==> src/rtl/keypad_entry.sv <==
// keypad_entry: scans a 4x4 active-low matrix keypad, debounces whole-scan
// results, and turns decimal key presses into an 8-bit value (0..255).
// Keys: 0-9 digits, C clear, E enter, A/B/D/F ignored.
// Optional build macro KEYPAD_BACKSPACE_EN turns key D into backspace.
module keypad_entry #(
  parameter int COUNTER_BITS   = 12,
  parameter int DEBOUNCE_SCANS = 4
) (
  input  logic       i_clk,
  input  logic       i_rst_n,
  input  logic [3:0] i_row,
  output logic [3:0] o_col,
  output logic [3:0] o_key,
  output logic       o_key_valid,
  output logic [7:0] o_acc,
  output logic [1:0] o_digits,
  output logic [7:0] o_value,
  output logic       o_valid,
  output logic       o_err
);

  localparam logic [3:0] DEB_MAX = 4'(DEBOUNCE_SCANS);

  logic [COUNTER_BITS-1:0] scan_cnt;
  logic [1:0]              col_idx;
  logic [3:0]              row_meta;
  logic [3:0]              row_sync;
  logic [1:0]              low_total;    // low bits seen this scan: 0, 1, 2 = many
  logic [3:0]              low_code;     // code of the first low bit seen this scan
  logic [4:0]              prev_result;  // {key present, code}
  logic [4:0]              deb_state;
  logic [3:0]              stab_cnt;

  logic       sample;
  logic       end_scan;
  logic [3:0] row_low;
  logic [2:0] this_cnt;
  logic [1:0] this_row;
  logic [2:0] sum_cnt;
  logic [1:0] scan_total;
  logic [3:0] scan_code;
  logic [4:0] result;
  logic [3:0] next_stab;
  logic       accept;
  logic       press;
  logic [11:0] prod;
  logic       digit_ok;

  // Scan sampling and end-of-scan result / debounce decision.
  always_comb begin
    // NOTE: every signal driven here gets a default first so no latch is inferred.
    sample     = &scan_cnt;
    end_scan   = sample && (col_idx == 2'd3);
    row_low    = ~row_sync;
    this_cnt   = {2'b00, row_low[0]} + {2'b00, row_low[1]}
               + {2'b00, row_low[2]} + {2'b00, row_low[3]};
    this_row   = 2'd0;
    if      (row_low[0]) this_row = 2'd0;
    else if (row_low[1]) this_row = 2'd1;
    else if (row_low[2]) this_row = 2'd2;
    else if (row_low[3]) this_row = 2'd3;
    sum_cnt    = {1'b0, low_total} + this_cnt;
    scan_total = (sum_cnt >= 3'd2) ? 2'd2 : sum_cnt[1:0];
    scan_code  = (low_total == 2'd0) ? {this_row, col_idx} : low_code;
    result     = (scan_total == 2'd1) ? {1'b1, scan_code} : 5'd0;
    if (result == prev_result)
      next_stab = (stab_cnt >= DEB_MAX) ? DEB_MAX : stab_cnt + 4'd1;
    else
      next_stab = 4'd1;
    accept     = (next_stab == DEB_MAX);
    press      = end_scan && accept && result[4] && !deb_state[4];
    prod       = 12'(o_acc) * 12'd10 + 12'(result[3:0]);
    digit_ok   = (o_digits < 2'd3) && (prod <= 12'd255);
  end

  // Two-flop synchronizer for the asynchronous row inputs.
  always_ff @(posedge i_clk) begin
    // NOTE: sequential state uses non-blocking assignments so all flops update together.
    if (!i_rst_n) begin
      row_meta <= 4'hF;
      row_sync <= 4'hF;
    end else begin
      row_meta <= i_row;
      row_sync <= row_meta;
    end
  end

  // Column dwell counter, column drive and per-scan accumulation of low rows.
  always_ff @(posedge i_clk) begin
    if (!i_rst_n) begin
      scan_cnt  <= '0;
      col_idx   <= 2'd0;
      o_col     <= 4'b1110;
      low_total <= 2'd0;
      low_code  <= 4'd0;
    end else begin
      scan_cnt <= scan_cnt + 1'b1;
      if (sample) begin
        col_idx <= col_idx + 2'd1;
        o_col   <= ~(4'b0001 << (col_idx + 2'd1));
        if (end_scan) begin
          low_total <= 2'd0;
          low_code  <= 4'd0;
        end else begin
          low_total <= scan_total;
          low_code  <= scan_code;
        end
      end
    end
  end

  // Debounce: a scan result must repeat DEBOUNCE_SCANS times to be accepted.
  always_ff @(posedge i_clk) begin
    if (!i_rst_n) begin
      prev_result <= 5'd0;
      deb_state   <= 5'd0;
      stab_cnt    <= 4'd0;
    end else if (end_scan) begin
      prev_result <= result;
      stab_cnt    <= next_stab;
      if (accept) deb_state <= result;
    end
  end

  // Key event handling: digit accumulation, clear, enter, optional backspace.
  always_ff @(posedge i_clk) begin
    if (!i_rst_n) begin
      o_key       <= 4'd0;
      o_key_valid <= 1'b0;
      o_acc       <= 8'd0;
      o_digits    <= 2'd0;
      o_value     <= 8'd0;
      o_valid     <= 1'b0;
      o_err       <= 1'b0;
    end else begin
      o_key_valid <= 1'b0;
      o_valid     <= 1'b0;
      o_err       <= 1'b0;
      if (press) begin
        o_key       <= result[3:0];
        o_key_valid <= 1'b1;
        case (result[3:0])
          4'h0, 4'h1, 4'h2, 4'h3, 4'h4, 4'h5, 4'h6, 4'h7, 4'h8, 4'h9: begin
            if (digit_ok) begin
              o_acc    <= prod[7:0];
              o_digits <= o_digits + 2'd1;
            end else begin
              o_err <= 1'b1;
            end
          end
          4'hC: begin
            o_acc    <= 8'd0;
            o_digits <= 2'd0;
          end
          4'hE: begin
            if (o_digits != 2'd0) begin
              o_value  <= o_acc;
              o_valid  <= 1'b1;
              o_acc    <= 8'd0;
              o_digits <= 2'd0;
            end
          end
`ifdef KEYPAD_BACKSPACE_EN
          4'hD: begin
            if (o_digits != 2'd0) begin
              o_acc    <= o_acc / 8'd10;
              o_digits <= o_digits - 2'd1;
            end
          end
`endif
          default: ;
        endcase
      end
    end
  end

endmodule

==> config.mk <==
export PLATFORM = sky130hd
export DESIGN_NAME = keypad_entry
export DESIGN_NICKNAME = d
export VERILOG_FILES = /design/src/rtl/keypad_entry.sv
export SDC_FILE = /design/constraint.sdc
export NUM_CORES = 1
export LEC_CHECK = 0
export BUFFER_PORTS_ARGS = -buffer_cell sky130_fd_sc_hd__buf_2
export CAP_MARGIN = 25
export CORE_MARGIN = 3
export CORE_UTILIZATION = 58
export CTS_CLUSTER_SIZE = 40
export DETAILED_ROUTE_END_ITERATION = 8
export GPL_TIMING_DRIVEN = 0
export PLACE_DENSITY = 0.74
export SLEW_MARGIN = 20
export SYNTH_ARGS = -nofsm -noshare
export SYNTH_HDL_FRONTEND = slang
export SYNTH_SLANG_ARGS = --single-unit
export TNS_END_PERCENT = 100
==> constraint.sdc <==
create_clock -name i_clk -period 5.1 [get_ports i_clk]
set_clock_uncertainty 0.05 [all_clocks]
set_input_delay 0.255 -clock i_clk [delete_from_list [all_inputs] [get_ports i_clk]]
set_output_delay 0.255 -clock i_clk [all_outputs]
set_load 0.05 [all_outputs]
==> results.env, run 1 <==
RUN_STATUS='finished clean'
CRITICAL_PATH_ARRIVAL_NS=5.03
YS_TYPES=61
SYN2LAYOUT_AREA_GROWTH_PCT=14.5
CRIT_FANOUT=10
DRIVE_ABOVE_1_SHARE=0.187
GRT_OVERFLOW=0
SYNTH_SEQUENTIAL_AREA_RATIO=0.372
CELL_INTERNAL_PWR_uW=829
PORT_BUFFERS=33
FP.DIEAREA_SQ_UM=7190
POST-DP-HPWL_MM=5.52
FMAX_MHz=208
PLACEABLECOREAREA_SQ_UM=5960
SYNTHDOMINANTAREACELLTYPE='sky130_fd_sc_hd__dfxtp_1'
DIODES=0
CLK_TRANSITION_REPORTED_PATHS_NS=0.08
YS_SEQ_ELEMENTS=67
YOSYS_WARNINGS=0
GRT_PASS1_VIAS=2776
PIN_COUNT=35
CRITPATHKIND='reg -> reg'
ANT_NETS=0
FINALHOLDWORSTSLACK_NS=0.0434
GRT_START_MAX_NET_PINS=14
DETAIL_ROUTE.ITER0.VIOLATIONS=253
HOLD_CLASS='in -> reg'
CTS_ROOT_BUFFER='sky130_fd_sc_hd__clkbuf_8'
CLKLATENCYLATEPIN_NS=0.34
FINALCOREUTILIZATION=0.693
SWSHARE=0.230
POST-ROUTE-PERIOD-UTIL=0.941
CAP_VIOLATIONS=0
NETS=466
HTREE_LEVELS=3
YS_TOP_CELLS_BY_AREA='sky130_fd_sc_hd__dfxtp_1, sky130_fd_sc_hd__ha_1, sky130_fd_sc_hd__mux2i_1, sky130_fd_sc_hd__nor2b_1, sky130_fd_sc_hd__xnor2_1'
CTS-BUFFERS-INSERTED=9
NETLIST_INSTANCES=386
FINAL-SETUP-VIOL-COUNT=0
SYN_AREA_SQ_UM=3600
SYN_NETS=419
DIE_H_MICRONS=84.8
P_SEQ_FRAC=0.493
SYNTH_ENABLE_FLOP_CELLS=0
POST_DRT_VIA_CELL_RATIO=5.63
WL_PER_CELL_MICRONS=15.0
TRITONCTS='built'
FINAL-MAX-SLEW-VIOLATION-COUNT=0
DPL_CELL_AREA_SQ_UM=3870
SHARE_OF_THE_SYNTHESIZED_AREA_IN_THE_TOP_CELL_TYPE=0.372
FINALWEIGHTEDCONGESTION=0.926
MINIMUM_CLOCK_PERIOD_AFTER_LAYOUT_NS=4.80
CLOCK_TREE_BUF_DEPTH=2
TIMING_HOLD_VIOLATIONS_FINAL=0
SETUP.WORST_PATH.END_CLASS='flip-flop'
GRT.TOTAL_USAGE=0.230
GRT_PASS1_WL_MM=13.4
DETAILROUTE.VIA_COUNT=2889
POWER.STATIC_LEAKAGE_uW=0.00177
ANTENNA_FOUND_INITIAL=0
SLEW_HEADROOM=0.572
POST-ROUTE-CELL-AREA_SQ_UM=4130
DETAIL_ROUTE.WIRELENGTH_MM=7.72
INITIAL_CELL_DENSITY_OF_THE_CORE=0.605
TIMING.CRITICAL_PATH.REQUIRED_NS=5.33
DIE_X_MICRONS=84.8
POSTSYNTH.ASYNCRESETSHARE=0
WORSTSETUPSTARTPOINTTYPE='flip-flop'
DRT-PASS1-ITER-COUNT=5
VDD.IR_DROP.WORST_uV=199
CTS_HOLD_BUF=0
PIN_SLEW_WITH_THE_LEAST_HEADROOM_TO_ITS_LIMIT_NS=0.638
COMBPWRFRAC=0.051
AVGSYNTHCELLAREA_SQ_UM=9.34
DRC=0
CTS_SINKS=67
POWER_FRAC_CLOCK=0.456
YS_DOMINANT_REG_CELL='sky130_fd_sc_hd__dfxtp_1'
POWER_DENSITY_nW_PER_UM2=261
SWITCHING_POWER_uW=248
PLACEMENTROWS=28
## synth_stat cells (all sizes together) (7+ instances only)
master	count
nor2b	21
nand2	22
o211ai	7
ha	23
inv	22
nor3	10
and2	16
nand2b	11
a21boi	7
clkbuf	10
o21ai	15
xnor2	13
a21oi	18
a32o	8
mux2i	14
nor2	18
dfxtp	67
nand3	10
## cells by family (layout without fill, tap and decap cells)
family / count (synthesis) / count (layout) / share of synthesized area
XOR/XNOR: 16 / 16 / 0.0389
AO/OA/AOI/OAI: 81 / 81 / 0.167
adder cells (fa/ha/maj): 27 / 27 / 0.102
flip-flops: 67 / 67 / 0.372
AND/OR/NAND/NOR: 143 / 143 / 0.231
buffers and inverters: 38 / 90 / 0.0493
multiplexers: 14 / 14 / 0.0389
## path summary, 6_finish.rpt
| kind | to | slack, ns | from | cells after the start |
|---|---|---|---|---|
| setup / recovery | o_acc[2] | 0.30 | low_total[0] | 16 |
| hold / removal | row_meta[2] | 0.04 | i_row[2] | 2 |
| setup reg to reg | o_acc[2] | 0.30 | low_total[0] | 16 |
| hold reg to reg | row_sync[3] | 0.37 | row_meta[3] | 1 |
## cell usage in the layout (no fill, tap or decap), types with 3 or more instances in the layout
| master | n |
|---|---|
| sky130_fd_sc_hd__nand2_1 | 22 |
| sky130_fd_sc_hd__o21a_1 | 4 |
| sky130_fd_sc_hd__buf_6 | 4 |
| sky130_fd_sc_hd__nand3b_1 | 3 |
| sky130_fd_sc_hd__or3_1 | 5 |
| sky130_fd_sc_hd__nand3_1 | 9 |
| sky130_fd_sc_hd__ha_1 | 23 |
| sky130_fd_sc_hd__inv_1 | 22 |
| sky130_fd_sc_hd__nor2_1 | 18 |
| sky130_fd_sc_hd__a211oi_1 | 4 |
| sky130_fd_sc_hd__o211ai_1 | 7 |
| sky130_fd_sc_hd__xor2_1 | 3 |
| sky130_fd_sc_hd__and2_1 | 15 |
| sky130_fd_sc_hd__or2_2 | 3 |
| sky130_fd_sc_hd__nor2b_1 | 21 |
| sky130_fd_sc_hd__a21boi_0 | 7 |
| sky130_fd_sc_hd__clkbuf_1 | 9 |
| sky130_fd_sc_hd__mux2i_1 | 14 |
| sky130_fd_sc_hd__fa_1 | 4 |
| sky130_fd_sc_hd__nand4_1 | 4 |
| sky130_fd_sc_hd__a21oi_1 | 17 |
| sky130_fd_sc_hd__buf_4 | 3 |
| sky130_fd_sc_hd__o21ai_0 | 13 |
| sky130_fd_sc_hd__nor3_1 | 9 |
| sky130_fd_sc_hd__dfxtp_1 | 67 |
| sky130_fd_sc_hd__xnor2_1 | 13 |
| sky130_fd_sc_hd__a32o_2 | 5 |
| sky130_fd_sc_hd__and3_1 | 4 |
| sky130_fd_sc_hd__nand2b_1 | 11 |
| sky130_fd_sc_hd__a32o_1 | 3 |
| sky130_fd_sc_hd__clkbuf_8 | 9 |
| sky130_fd_sc_hd__buf_2 | 34 |
| sky130_fd_sc_hd__or3b_1 | 3 |
## flip-flops by register name, indices dropped and copies added, names as in the netlist
signal / count
o_digits: 2
low_code: 4
o_err: 1
deb_state: 1
o_col: 4
o_key_valid: 1
prev_result: 5
o_value: 8
row_meta: 4
o_acc: 8
stab_cnt: 4
col_idx: 2
o_valid: 1
scan_cnt: 12
o_key: 4
low_total: 2
row_sync: 4
## critical path, stage by stage, from the launching register on
cell	delay (ns)
sky130_fd_sc_hd__dfxtp_1	0.33
sky130_fd_sc_hd__buf_6	0.13
sky130_fd_sc_hd__inv_1	0.06
sky130_fd_sc_hd__fa_1	0.50
sky130_fd_sc_hd__inv_1	0.05
sky130_fd_sc_hd__fa_1	0.38
sky130_fd_sc_hd__fa_1	0.52
sky130_fd_sc_hd__nor3b_4	0.38
sky130_fd_sc_hd__nand2b_1	0.24
sky130_fd_sc_hd__inv_1	0.11
sky130_fd_sc_hd__ha_1	0.30
sky130_fd_sc_hd__a21o_1	0.18
sky130_fd_sc_hd__a31oi_1	0.26
sky130_fd_sc_hd__or3b_1	0.49
sky130_fd_sc_hd__a2111oi_4	0.41
sky130_fd_sc_hd__buf_4	0.22
sky130_fd_sc_hd__a32o_1	0.13
## power by group through the flow
stage | combinational, uW | clock, uW | sequential, uW
2_1_floorplan | 38.6 | 0 | 542
3_3_place_gp | 51.2 | 0 | 543
3_5_place_dp | 51.6 | 0 | 543
4_1_cts | 52.9 | 503 | 531
5_1_grt | 60.3 | 534 | 532
6_report | 55.1 | 491 | 531
## repair_timing
item                                    in CTS  in global routing
resized for setup                            1                  3
pin swaps                                    1                  0
buffers inserted                             2                  0
gates cloned                                 0                  0
endpoints found under the setup margin      10                 10
## routing by layer
| layer | global-route usage | vias up | part of all wire |
|---|---|---|---|
| li1 | - | 1459 | - |
| met1 | 0.328 | 1331 | 0.48 |
| met2 | 0.352 | 82 | 0.45 |
| met3 | 0.0456 | 17 | 0.048 |
| met4 | 0.0719 | 0 | 0.016 |
| met5 | 0 | - | 0 |
## final cells by class
cell class | count | area, sq um
buffer | 16 | 95.1
clock buffer | 9 | 124
clock inverter | 7 | 101
fill | 509 | 1830
inverter | 22 | 82.6
multi-input combinational | 281 | 2100
sequential | 67 | 1340
tap | 75 | 93.8
timing repair buffer | 36 | 185
## metrics by stage
stage	setup WS [ns]	instances	setup TNS, ns	power (uW)
floorplan	0.534	386	0	581
global placement	-0.264	494	-2.14	594
detailed placement	-0.316	495	-2.49	595
CTS	0.119	513	0	1090
global route	-0.00730	513	-0.0194	1130
finish	0.303	513	0	1080
No activity file was read; power rests on OpenSTA's default activity.
==> run 2: changes to the inputs <==
--- a/config.mk
+++ b/config.mk
@@ -7,6 +7,7 @@
 export LEC_CHECK = 0
 export BUFFER_PORTS_ARGS = -buffer_cell sky130_fd_sc_hd__buf_2
 export CAP_MARGIN = 25
+export CORE_ASPECT_RATIO = 0.7
 export CORE_MARGIN = 3
 export CORE_UTILIZATION = 58
 export CTS_CLUSTER_SIZE = 40
==> run 2 against run 1 <==
Compared with the run above: hold slack worse by 0.0031 ns; highest routed layer unchanged; largest cell class unchanged; non-clock buffer count shrank 1; critical endpoint is now o_acc[1]; first-iteration DRC count shrank 2.8%.
==> results.env, run 2 (synthesized netlist as in run 1, its figures left out) <==
TRITONCTS='built'
ANTENNA_FOUND_INITIAL=0
REG2REG_SETUP_SLACK_NS=0.21
CRITPATHMOSTFREQUENTCELL='sky130_fd_sc_hd__fa_1'
CP-STARTPOINT='low_total[0]'
PIN_SLEW_WITH_THE_LEAST_HEADROOM_TO_ITS_LIMIT_NS=0.700
GRT_PASS1_WL_MM=13.9
DETAIL_ROUTE.WIRELENGTH_MM=8.24
LARGEST_REGISTER='scan_cnt'
VDD.IR_DROP.WORST_uV=200
PRE_CTS_WS_NS=-0.418
CTS_SINKS=67
POWER_DENSITY_nW_PER_UM2=250
MOSTFREQUENTLAYOUTCELL='sky130_fd_sc_hd__dfxtp_1'
FINAL-SETUP-VIOL-COUNT=0
CTS_HOLD_BUF=0
SLEW_HEADROOM=0.530
PLACEABLECOREAREA_SQ_UM=5870
CLK_TRANSITION_REPORTED_PATHS_NS=0.07
POST_DRT_VIA_CELL_RATIO=5.73
MULTI_INPUT_AREA_SQ_UM=2100
CP-ENDPOINT='o_acc[1]'
DRIVE_ABOVE_1_SHARE=0.183
DETAILROUTE.VIA_COUNT=2935
MOSTFREQUENTLAYOUTCELLS='sky130_fd_sc_hd__dfxtp_1, sky130_fd_sc_hd__buf_2, sky130_fd_sc_hd__ha_1'
PIN_COUNT=35
CRITICAL_PATH.CELL_CHAIN='buf_6 > inv_1 > fa_1 > inv_1 > fa_1 > fa_1 > nor3b_4 > o21ai_0 > xnor2_1 > ha_1 > a21o_1 > a31oi_1 > or3b_1 > a211o_1 > buf_6 > a32o_2'
POST-DP-HPWL_MM=6.14
POST-ROUTE-PERIOD-UTIL=0.959
FINALWEIGHTEDCONGESTION=0.951
TOP_FLOP_REGS='scan_cnt: 12 flops, o_acc: 8 flops, o_value: 8 flops'
CRITPATHKIND='reg -> reg'
CP.DEPTH=16
WORSTSETUPSTARTPOINTTYPE='flip-flop'
GRT_OVERFLOW=0
CLOCK_TREE_BUF_DEPTH=2
FINAL-MAX-SLEW-VIOLATION-COUNT=0
AREA.SEQUENTIAL_SQ_UM=1340
DIE_X_MICRONS=100
HTREE_LEVELS=3
DRT-PASS1-ITER-COUNT=4
CTS_ROOT_BUFFER='sky130_fd_sc_hd__clkbuf_8'
WL_PER_CELL_MICRONS=16.1
BUFFERS_INVERTERS_ON_CRITICAL_PATH=4
TIMING_HOLD_VIOLATIONS_FINAL=0
CLKLATENCYLATEPIN_NS=0.35
DETAIL_ROUTE.ITER0.VIOLATIONS=246
CRITICAL_PATH_ARRIVAL_NS=5.08
REG2REG_DEPTH=16
REG2REG_FROM='low_total[0]'
POWER.STATIC_LEAKAGE_uW=0.00176
SYN2LAYOUT_AREA_GROWTH_PCT=13.4
PORT_BUFFERS=33
GRT_PASS1_VIAS=2750
FILL_CELL_INSTANCE_COUNT_OF_THE_FINAL_LAYOUT=475
PLACEMENTROWS=23
CRIT_FANOUT=10
FINALHOLDWORSTSLACK_NS=0.0403
CRITICAL_PATH.TOP_DELAY_FAMILY='adder cells'
LARGEST_REG_FLOPS=12
CRITICAL_PATH.REG2REG.ENDPOINT='o_acc[1]'
HOLD_CLASS='in -> reg'
FMAX_MHz=204
GRT.TOTAL_USAGE=0.247
CRIT_PATH_TOP_DELAY_CELL='sky130_fd_sc_hd__fa_1'
INITIAL_CELL_DENSITY_OF_THE_CORE=0.614
RSZ0062_AT_GRT='no'
DRC=0
CTS-BUFFERS-INSERTED=9
SETUP.WORST_PATH.END_CLASS='flip-flop'
CRIT_PATH_MAX_INCR_DELAY_NS=0.52
DIODES=0
WORST_SETUP_MARGIN_NS=0.209
NETS=465
CAP_VIOLATIONS=0
FP.DIEAREA_SQ_UM=7210
MINIMUM_CLOCK_PERIOD_AFTER_LAYOUT_NS=4.89
ANT_NETS=0
RUN_STATUS='finished clean'
DIE_H_MICRONS=71.9
GRT_START_MAX_NET_PINS=12
TIMING.CRITICAL_PATH.REQUIRED_NS=5.29
==> run 2: metal layers <==
layer  track usage  routed length (microns)
met2         0.356                     3410
met1         0.367                     4090
met4        0.0673                      126
met5             0                        0
met3        0.0615                      617
==> run 2: stage by stage <==
stage          utilization  power [uW]  cell area [sq um]  setup TNS (ns)  std cells
2_1_floorplan            -         581               3600               0        386
3_3_place_gp         0.658         595               3860           -3.87        494
3_5_place_dp         0.658         596               3860           -3.66        494
4_1_cts              0.693        1030               4070               0        511
5_1_grt              0.696        1060               4090               0        512
6_report             0.696        1020               4090               0        512
==> run 2: repair_timing <==
action,CTS,global route
setup endpoints to repair,10,10
gates resized for setup,1,2
setup buffers,1,0
endpoints found under the hold margin,0,0
pin swaps,1,0
cloned,0,0
==> run 2: worst min-delay path by stage <==
stage	start	to	slack (ns)	depth (start not counted)
final	i_row[3]	row_meta[3]	0.04	2
after global routing	i_row[3]	row_meta[3]	0.02	2
after CTS	i_row[3]	row_meta[3]	0.03	2
after detailed placement	row_meta[3]	row_sync[3]	0.35	1
after global placement	row_meta[2]	row_sync[2]	0.34	1
after floorplan	i_row[0]	row_meta[0]	0.31	1
==> run 2: area by class of cell <==
cell class	instances	area share
Inverter	22	0.0202
Clock inverter	5	0.0129
Sequential cell	67	0.328
Buffer	16	0.0233
Clock buffer	11	0.0346
Multi-Input combinational cell	281	0.514
Timing Repair Buffer	35	0.0435
Tap cell	75	0.0230
==> run 2: report_power, final <==
part	leakage, uW	switching (uW)	internal, uW
Clock	0.0000991	200	237
Sequential	0.000542	3.61	528
Combinational	0.00112	31.7	23.4
